### config.mk
export PLATFORM = sky130hd
export DESIGN_NAME = bash_line_exec
export DESIGN_NICKNAME = d
export VERILOG_FILES = /design/src/rtl/bash_line_exec.sv
export SDC_FILE = /design/constraint.sdc
export NUM_CORES = 1
export LEC_CHECK = 0
export ABC_AREA = 1
export CELL_PAD_IN_SITES_DETAIL_PLACEMENT = 1
export CELL_PAD_IN_SITES_GLOBAL_PLACEMENT = 2
export CORE_UTILIZATION = 39
export DETAILED_ROUTE_END_ITERATION = 16
export PLACE_DENSITY = 0.74
export SLEW_MARGIN = 30
export SYNTH_ARGS = -nofsm -noshare
export SYNTH_HDL_FRONTEND = slang
export SYNTH_SLANG_ARGS = --single-unit
### constraint.sdc
create_clock -name clk -period 2.79 [get_ports clk]
set_input_delay 0.837 -clock clk [delete_from_list [all_inputs] [get_ports clk]]
set_output_delay 0.837 -clock clk [all_outputs]
set_load 0.005 [all_outputs]
### src/rtl/bash_line_exec.sv
// Command-execution stage behind the bash terminal: reads one line, decodes echo/unknown
// (plus "help" when BASH_HELP_CMD_EN is defined), streams the response, then handshakes solved.
module bash_line_exec #(
    parameter int BUFFER_LEN = 128,
    parameter int LEN_W      = 13
) (
    input  logic             clk,
    input  logic             rst,
    input  logic             term_ready,
    input  logic [LEN_W-1:0] term_len,
    input  logic [7:0]       term_char,
    output logic             term_next,
    output logic             resp_ready,
    output logic [7:0]       resp_char,
    input  logic             resp_next,
    output logic             solved,
    input  logic             solved_ack,
    output logic             busy
);
    localparam int CNT_W = $clog2(BUFFER_LEN) + 1;
    localparam int IDX_W = $clog2(BUFFER_LEN);

    localparam logic [2:0] S_IDLE     = 3'd0;
    localparam logic [2:0] S_RECV     = 3'd1;
    localparam logic [2:0] S_DRAIN    = 3'd2;
    localparam logic [2:0] S_PARSE    = 3'd3;
    localparam logic [2:0] S_SEND     = 3'd4;
    localparam logic [2:0] S_SOLVE    = 3'd5;
    localparam logic [2:0] S_WAIT_ACK = 3'd6;

    localparam logic [1:0] C_EMPTY = 2'd0;
    localparam logic [1:0] C_ECHO  = 2'd1;
    localparam logic [1:0] C_NF    = 2'd2;

    localparam int               NF_LEN = 17;
    localparam logic [8*NF_LEN-1:0] NF_STR = "command not found";
`ifdef BASH_HELP_CMD_EN
    localparam logic [1:0]       C_HELP   = 2'd3;
    localparam int               HELP_LEN = 15;
    localparam logic [8*HELP_LEN-1:0] HELP_STR = "cmds: echo help";
`endif

    logic [2:0]       state;
    logic [1:0]       cmd;
    logic [CNT_W-1:0] eff_len, rd_cnt, wr_cnt, src_len;
    logic [7:0]       line_buf [BUFFER_LEN];

    logic             is_echo;
    logic [CNT_W-1:0] echo_sum;
    logic [7:0]       resp_ch;
    logic [8*NF_LEN-1:0] nf_sh;

    assign term_next  = (state == S_RECV) && (rd_cnt < eff_len);
    assign resp_ready = (state == S_SEND);
    assign resp_char  = (state == S_SEND) ? resp_ch : 8'h00;
    assign solved     = (state == S_SOLVE);
    assign busy       = (state != S_IDLE);

    // Length gate first: buffer bytes past eff_len are stale from an earlier line.
    assign is_echo = (eff_len >= CNT_W'(4)) &&
                     (line_buf[0] == "e") && (line_buf[1] == "c") &&
                     (line_buf[2] == "h") && (line_buf[3] == "o") &&
                     ((eff_len == CNT_W'(4)) || (line_buf[4] == 8'h20));

`ifdef BASH_HELP_CMD_EN
    logic                    is_help;
    logic [8*HELP_LEN-1:0]   help_sh;
    assign is_help = (eff_len == CNT_W'(4)) &&
                     (line_buf[0] == "h") && (line_buf[1] == "e") &&
                     (line_buf[2] == "l") && (line_buf[3] == "p");
    assign help_sh = HELP_STR << (8 * wr_cnt);
`endif

    assign echo_sum = wr_cnt + CNT_W'(5);
    assign nf_sh    = NF_STR << (8 * wr_cnt);

    // Character at wr_cnt of the selected source; 0 once the source is exhausted.
    always_comb begin
        resp_ch = 8'h00;
        if (wr_cnt != src_len) begin
            case (cmd)
                C_ECHO:  resp_ch = line_buf[echo_sum[IDX_W-1:0]];
                C_NF:    resp_ch = nf_sh[8*NF_LEN-1 -: 8];
`ifdef BASH_HELP_CMD_EN
                C_HELP:  resp_ch = help_sh[8*HELP_LEN-1 -: 8];
`endif
                default: resp_ch = 8'h00;
            endcase
        end
    end

    always_ff @(posedge clk) begin
        if (term_next)
            line_buf[rd_cnt[IDX_W-1:0]] <= term_char;
    end

    always_ff @(posedge clk) begin
        if (rst) begin
            state   <= S_IDLE;
            cmd     <= C_EMPTY;
            eff_len <= '0;
            rd_cnt  <= '0;
            wr_cnt  <= '0;
            src_len <= '0;
        end else begin
            case (state)
                S_IDLE: begin
                    if (term_ready) begin
                        rd_cnt <= '0;
                        if (term_len > LEN_W'(BUFFER_LEN))
                            eff_len <= CNT_W'(BUFFER_LEN);
                        else
                            eff_len <= term_len[CNT_W-1:0];
                        state <= (term_len == '0) ? S_DRAIN : S_RECV;
                    end
                end
                S_RECV: begin
                    rd_cnt <= rd_cnt + 1'b1;
                    if (rd_cnt == eff_len - 1'b1)
                        state <= S_DRAIN;
                end
                S_DRAIN: begin
                    if (!term_ready)
                        state <= S_PARSE;
                end
                S_PARSE: begin
                    wr_cnt <= '0;
                    if (eff_len == '0) begin
                        cmd     <= C_EMPTY;
                        src_len <= '0;
                        state   <= S_SOLVE;
                    end else if (is_echo) begin
                        cmd     <= C_ECHO;
                        src_len <= (eff_len > CNT_W'(5)) ? eff_len - CNT_W'(5) : '0;
                        state   <= S_SEND;
`ifdef BASH_HELP_CMD_EN
                    end else if (is_help) begin
                        cmd     <= C_HELP;
                        src_len <= CNT_W'(HELP_LEN);
                        state   <= S_SEND;
`endif
                    end else begin
                        cmd     <= C_NF;
                        src_len <= CNT_W'(NF_LEN);
                        state   <= S_SEND;
                    end
                end
                S_SEND: begin
                    if (resp_next) begin
                        if (resp_ch == 8'h00)
                            state <= S_SOLVE;
                        else
                            wr_cnt <= wr_cnt + 1'b1;
                    end
                end
                S_SOLVE:    state <= solved_ack ? S_IDLE : S_WAIT_ACK;
                S_WAIT_ACK: if (solved_ack) state <= S_IDLE;
                default:    state <= S_IDLE;
            endcase
        end
    end
endmodule

==> impl_metrics.prom <==
# TYPE chip_impl_metric gauge
chip_impl_metric{name="path_max_fanout",unit=""} 6
chip_impl_metric{name="n_fill_cell",unit=""} 11800
chip_impl_metric{name="chipHeight",unit="um"} 342
chip_impl_info{name="timing_worst_setup_path_type",value="reg2out"} 1
chip_impl_metric{name="end_of_flow_core_utilization",unit="%"} 51.6
chip_impl_metric{name="dpl-instance-area",unit="mm^2"} 0.0511
chip_impl_metric{name="grt_pass1_vias",unit=""} 35000
chip_impl_metric{name="die_w",unit="um"} 342
chip_impl_metric{name="detail_routed_via_count_per_cell",unit=""} 5.47
chip_impl_metric{name="cts_made_buffers",unit=""} 117
chip_impl_metric{name="design_area",unit="mm^2"} 0.0592
chip_impl_metric{name="netlist_instances",unit=""} 4132
chip_impl_metric{name="post_synth_fa_ha_maj_area_fraction",unit="%"} 0.415
chip_impl_info{name="worstHoldPathType",value="reg2reg"} 1
chip_impl_metric{name="final_critical_path_setup_slack",unit="ps"} -1360
chip_impl_metric{name="clk_pin_slew_worst_paths",unit="ps"} 70
chip_impl_metric{name="clock_sink_count",unit=""} 1061
chip_impl_metric{name="fin_nets",unit=""} 4677
chip_impl_metric{name="synth_async_sr_flop_share",unit="%"} 0
chip_impl_metric{name="synth_compound_area_share",unit="%"} 1.80
chip_impl_metric{name="final_cells",unit=""} 6250
chip_impl_metric{name="max_slew_margin",unit="%"} 52.6
chip_impl_metric{name="initial_utilization",unit="%"} 39.4
chip_impl_info{name="outcome",value="finished, violations left"} 1
chip_impl_metric{name="placement.io_buffers",unit=""} 37
chip_impl_metric{name="drc",unit=""} 0
chip_impl_metric{name="gp_congestion",unit=""} 0.867
chip_impl_metric{name="drv_cap",unit=""} 0
chip_impl_metric{name="synthDominantCellAreaShare",unit="%"} 68.0
chip_impl_metric{name="yosysWarningCount",unit=""} 0
chip_impl_metric{name="design.die.area",unit="mm^2"} 0.117
chip_impl_info{name="cp-start-kind",value="flop"} 1
chip_impl_metric{name="clock_latency",unit="ps"} 740
chip_impl_metric{name="global_route.overflow_total",unit=""} 0
chip_impl_metric{name="postSynthRegisterBits",unit=""} 1061
chip_impl_metric{name="multiplexer_share_of_the_synthesized_area",unit="%"} 0
chip_impl_metric{name="total_number_of_h_tree_levels",unit=""} 3
chip_impl_metric{name="detail_route.iter0.violations",unit=""} 2929
chip_impl_metric{name="timing.final.max_slew_violations",unit=""} 0
chip_impl_metric{name="grt_antenna_before_repair",unit=""} 4
chip_impl_metric{name="synthToLayoutAreaGrowth",unit="%"} 31.0
chip_impl_metric{name="post-layout-total-power",unit="mW"} 63.2
chip_impl_metric{name="drt_first_pass_iters",unit=""} 5
chip_impl_metric{name="global_route.usage.total",unit="%"} 26.7
chip_impl_info{name="synth.top_cells.by_area",value="sky130_fd_sc_hd__edfxtp_1 68%, sky130_fd_sc_hd__nand3_1 10%, sky130_fd_sc_hd__nand2_1 9.8%"} 1
chip_impl_info{name="cts_tree",value="yes"} 1
chip_impl_metric{name="synth_enable_flop_cells",unit=""} 1024
chip_impl_metric{name="leakagePower",unit="nW"} 22.3
chip_impl_metric{name="final_layout_size_suffix_gt1_share",unit="%"} 25.0
chip_impl_metric{name="timing.final.crit_share",unit="%"} 149
chip_impl_metric{name="maximum_vdd_ir_drop",unit="uV"} 750
chip_impl_metric{name="tightest_hold_margin",unit="ps"} 486
chip_impl_metric{name="num_vias",unit=""} 34200
chip_impl_info{name="worstSetupEndpointType",value="output port"} 1
chip_impl_metric{name="placeableCoreArea",unit="mm^2"} 0.115
chip_impl_metric{name="route.antenna.remaining_nets",unit=""} 0
chip_impl_metric{name="boundaryPins",unit=""} 38
chip_impl_metric{name="synth_seq_area_share",unit="%"} 69.7
chip_impl_info{name="postSynth.topFlopCell",value="sky130_fd_sc_hd__edfxtp_1"} 1
chip_impl_metric{name="syn_area_per_cell",unit="um^2"} 10.9
chip_impl_metric{name="route.final.wire_length",unit="um"} 160000
chip_impl_metric{name="place_inst",unit=""} 5904
chip_impl_metric{name="post_synth_instance_area",unit="mm^2"} 0.0452
chip_impl_metric{name="grt_first_pass_wirelength",unit="um"} 231000
chip_impl_info{name="failed_checks",value="setup timing"} 1
chip_impl_metric{name="powerDensity",unit="mW/mm^2"} 1070
chip_impl_info{name="setup_repair_after_global_routing_missed_its_margin",value="yes"} 1
chip_impl_metric{name="dp_worst_setup_slack",unit="ps"} -1350
chip_impl_info{name="combinational_family_with_the_most_area_after_synthesis",value="simple AND/OR/NAND/NOR gates"} 1
chip_impl_metric{name="synth_simple_gate_area_share",unit="%"} 23.4
chip_impl_metric{name="report.final.hold_viol_count",unit=""} 0
chip_impl_metric{name="critPathRequiredTime",unit="ps"} 1950
chip_impl_metric{name="syn_nets",unit=""} 4173
chip_impl_metric{name="final_setup_fails",unit=""} 20
chip_impl_metric{name="totalNegativeSetupSlack",unit="ps"} -20490
chip_impl_metric{name="holdBufCountCts",unit=""} 0
chip_impl_metric{name="arrival",unit="ps"} 3310
chip_impl_metric{name="routed_wire_length_per_instance",unit="um"} 25.5
chip_impl_metric{name="max-clock-path-buffers",unit=""} 3
chip_impl_metric{name="worst_clock_skew",unit="ps"} 24.3
chip_impl_metric{name="grt_start_max_net_pins",unit=""} 73
chip_impl_metric{name="synth-xor-area-share",unit="%"} 0.523
chip_impl_info{name="yosys-top-cells-count",value="1182 x sky130_fd_sc_hd__nand2_1, 1024 x sky130_fd_sc_hd__edfxtp_1, 934 x sky130_fd_sc_hd__nand3_1"} 1
chip_impl_metric{name="max_freq",unit="GHz"} 0.241
chip_impl_metric{name="detailed_place_hpwl",unit="um"} 94900
chip_impl_info{name="synth_most_common_cell",value="sky130_fd_sc_hd__nand2_1"} 1
chip_impl_metric{name="synth.lib_cells_used.distinct",unit=""} 45
chip_impl_info{name="leading_area_contributor_after_synthesis",value="sky130_fd_sc_hd__edfxtp_1"} 1
chip_impl_metric{name="fin_crit",unit="ps"} 4150
chip_impl_metric{name="worstMarginPinSlew",unit="ps"} 711
chip_impl_info{name="clockRootBuffer",value="sky130_fd_sc_hd__clkbuf_16"} 1
chip_impl_metric{name="row_cnt",unit=""} 124
-- flip-flops by register name, summed over array words and instances, names as in the netlist --
register  count
line_buf   1024
eff_len       8
rd_cnt        8
src_len       8
wr_cnt        8
state         3
cmd           2
-- power by group --
| part | switching (mW) | internal (mW) | leakage, nW |
|---|---|---|---|
| clock network | 6.60 | 8.64 | 1.82 |
| logic | 17.9 | 12.2 | 10.9 |
| registers | 0.148 | 17.6 | 9.51 |
| total | 24.7 | 38.5 | 22.3 |
-- routing by layer --
metal	up-vias	global-route usage (%)	part of all wire, %	routed length (um)
met3	270	3.15	5.2	8320
met1	17500	36.0	43	68000
li1	15400	-	-	-
met5	-	0	0.010	16
met2	942	44.7	49	78000
met4	2	8.63	3.3	5210
-- final timing paths --
path / from / endpoint / slack [ps] / depth (start not counted)
worst min-delay path: src_len[7] / src_len[7] / 490 / 2
worst min register to register: src_len[7] / src_len[7] / 490 / 2
worst max-delay path: wr_cnt[0] / resp_char[1] / -1360 / 18
worst max register to register: wr_cnt[0] / wr_cnt[1] / -980 / 30
-- final cells by class --
type	instances	area [um^2]	share of cell area, %
Inverter	213	861	1.45
Clock buffer	133	3010	5.08
Sequential cell	1061	31500	53.2
Tap cell	1512	1890	3.20
Timing Repair inverter	4	52.6	0.0888
Timing Repair Buffer	629	7340	12.4
Clock inverter	85	702	1.19
Antenna cell	3	7.51	0.0127
Multi-Input combinational cell	2610	13800	23.4
-- cells by family after synthesis --
| kind of cell | Yosys count |
|---|---|
| fa+ha+maj | 15 |
| simple gates | 2431 |
| flops | 1061 |
| buf+inv | 461 |
| compound gates | 143 |
| xor+xnor | 21 |
-- critical path, stage by stage, from the launching register on --
cell and delay [ps]:
sky130_fd_sc_hd__dfxtp_4 370, sky130_fd_sc_hd__ha_4 270, sky130_fd_sc_hd__buf_12 160, sky130_fd_sc_hd__buf_16 160, sky130_fd_sc_hd__buf_12 150, sky130_fd_sc_hd__buf_12 140, sky130_fd_sc_hd__bufbuf_16 270, sky130_fd_sc_hd__nand3_1 100
sky130_fd_sc_hd__nand3_1 100, sky130_fd_sc_hd__nand3_2 90, sky130_fd_sc_hd__nand3_2 90, sky130_fd_sc_hd__nand3_2 110, sky130_fd_sc_hd__nand2_2 70, sky130_fd_sc_hd__nand2_2 70, sky130_fd_sc_hd__nand3_2 60, sky130_fd_sc_hd__nand2_2 90
sky130_fd_sc_hd__nand2_4 60, sky130_fd_sc_hd__nor2_1 90, sky130_fd_sc_hd__buf_2 120
-- repair_timing --
action / 4_1_cts / 5_1_grt
endpoints found under the setup margin: 28 / 621
gates resized for setup: 332 / 239
pin swaps: 65 / 70
endpoints found under the hold margin: 0 / 0
setup buffers: 67 / 31
cloned: 28 / 8
-- cell usage in the layout (no fill, tap or decap), types with 108 or more instances in the layout --
cell type,synthesis,routed
sky130_fd_sc_hd__nor2_1,202,174
sky130_fd_sc_hd__buf_12,0,108
sky130_fd_sc_hd__nand3_1,934,684
sky130_fd_sc_hd__clkbuf_16,0,125
sky130_fd_sc_hd__nand3_2,1,202
sky130_fd_sc_hd__nand2_1,1182,1145
sky130_fd_sc_hd__buf_4,5,391
sky130_fd_sc_hd__edfxtp_1,1024,1024
sky130_fd_sc_hd__inv_1,207,198
(Power assumes the default switching activity.)
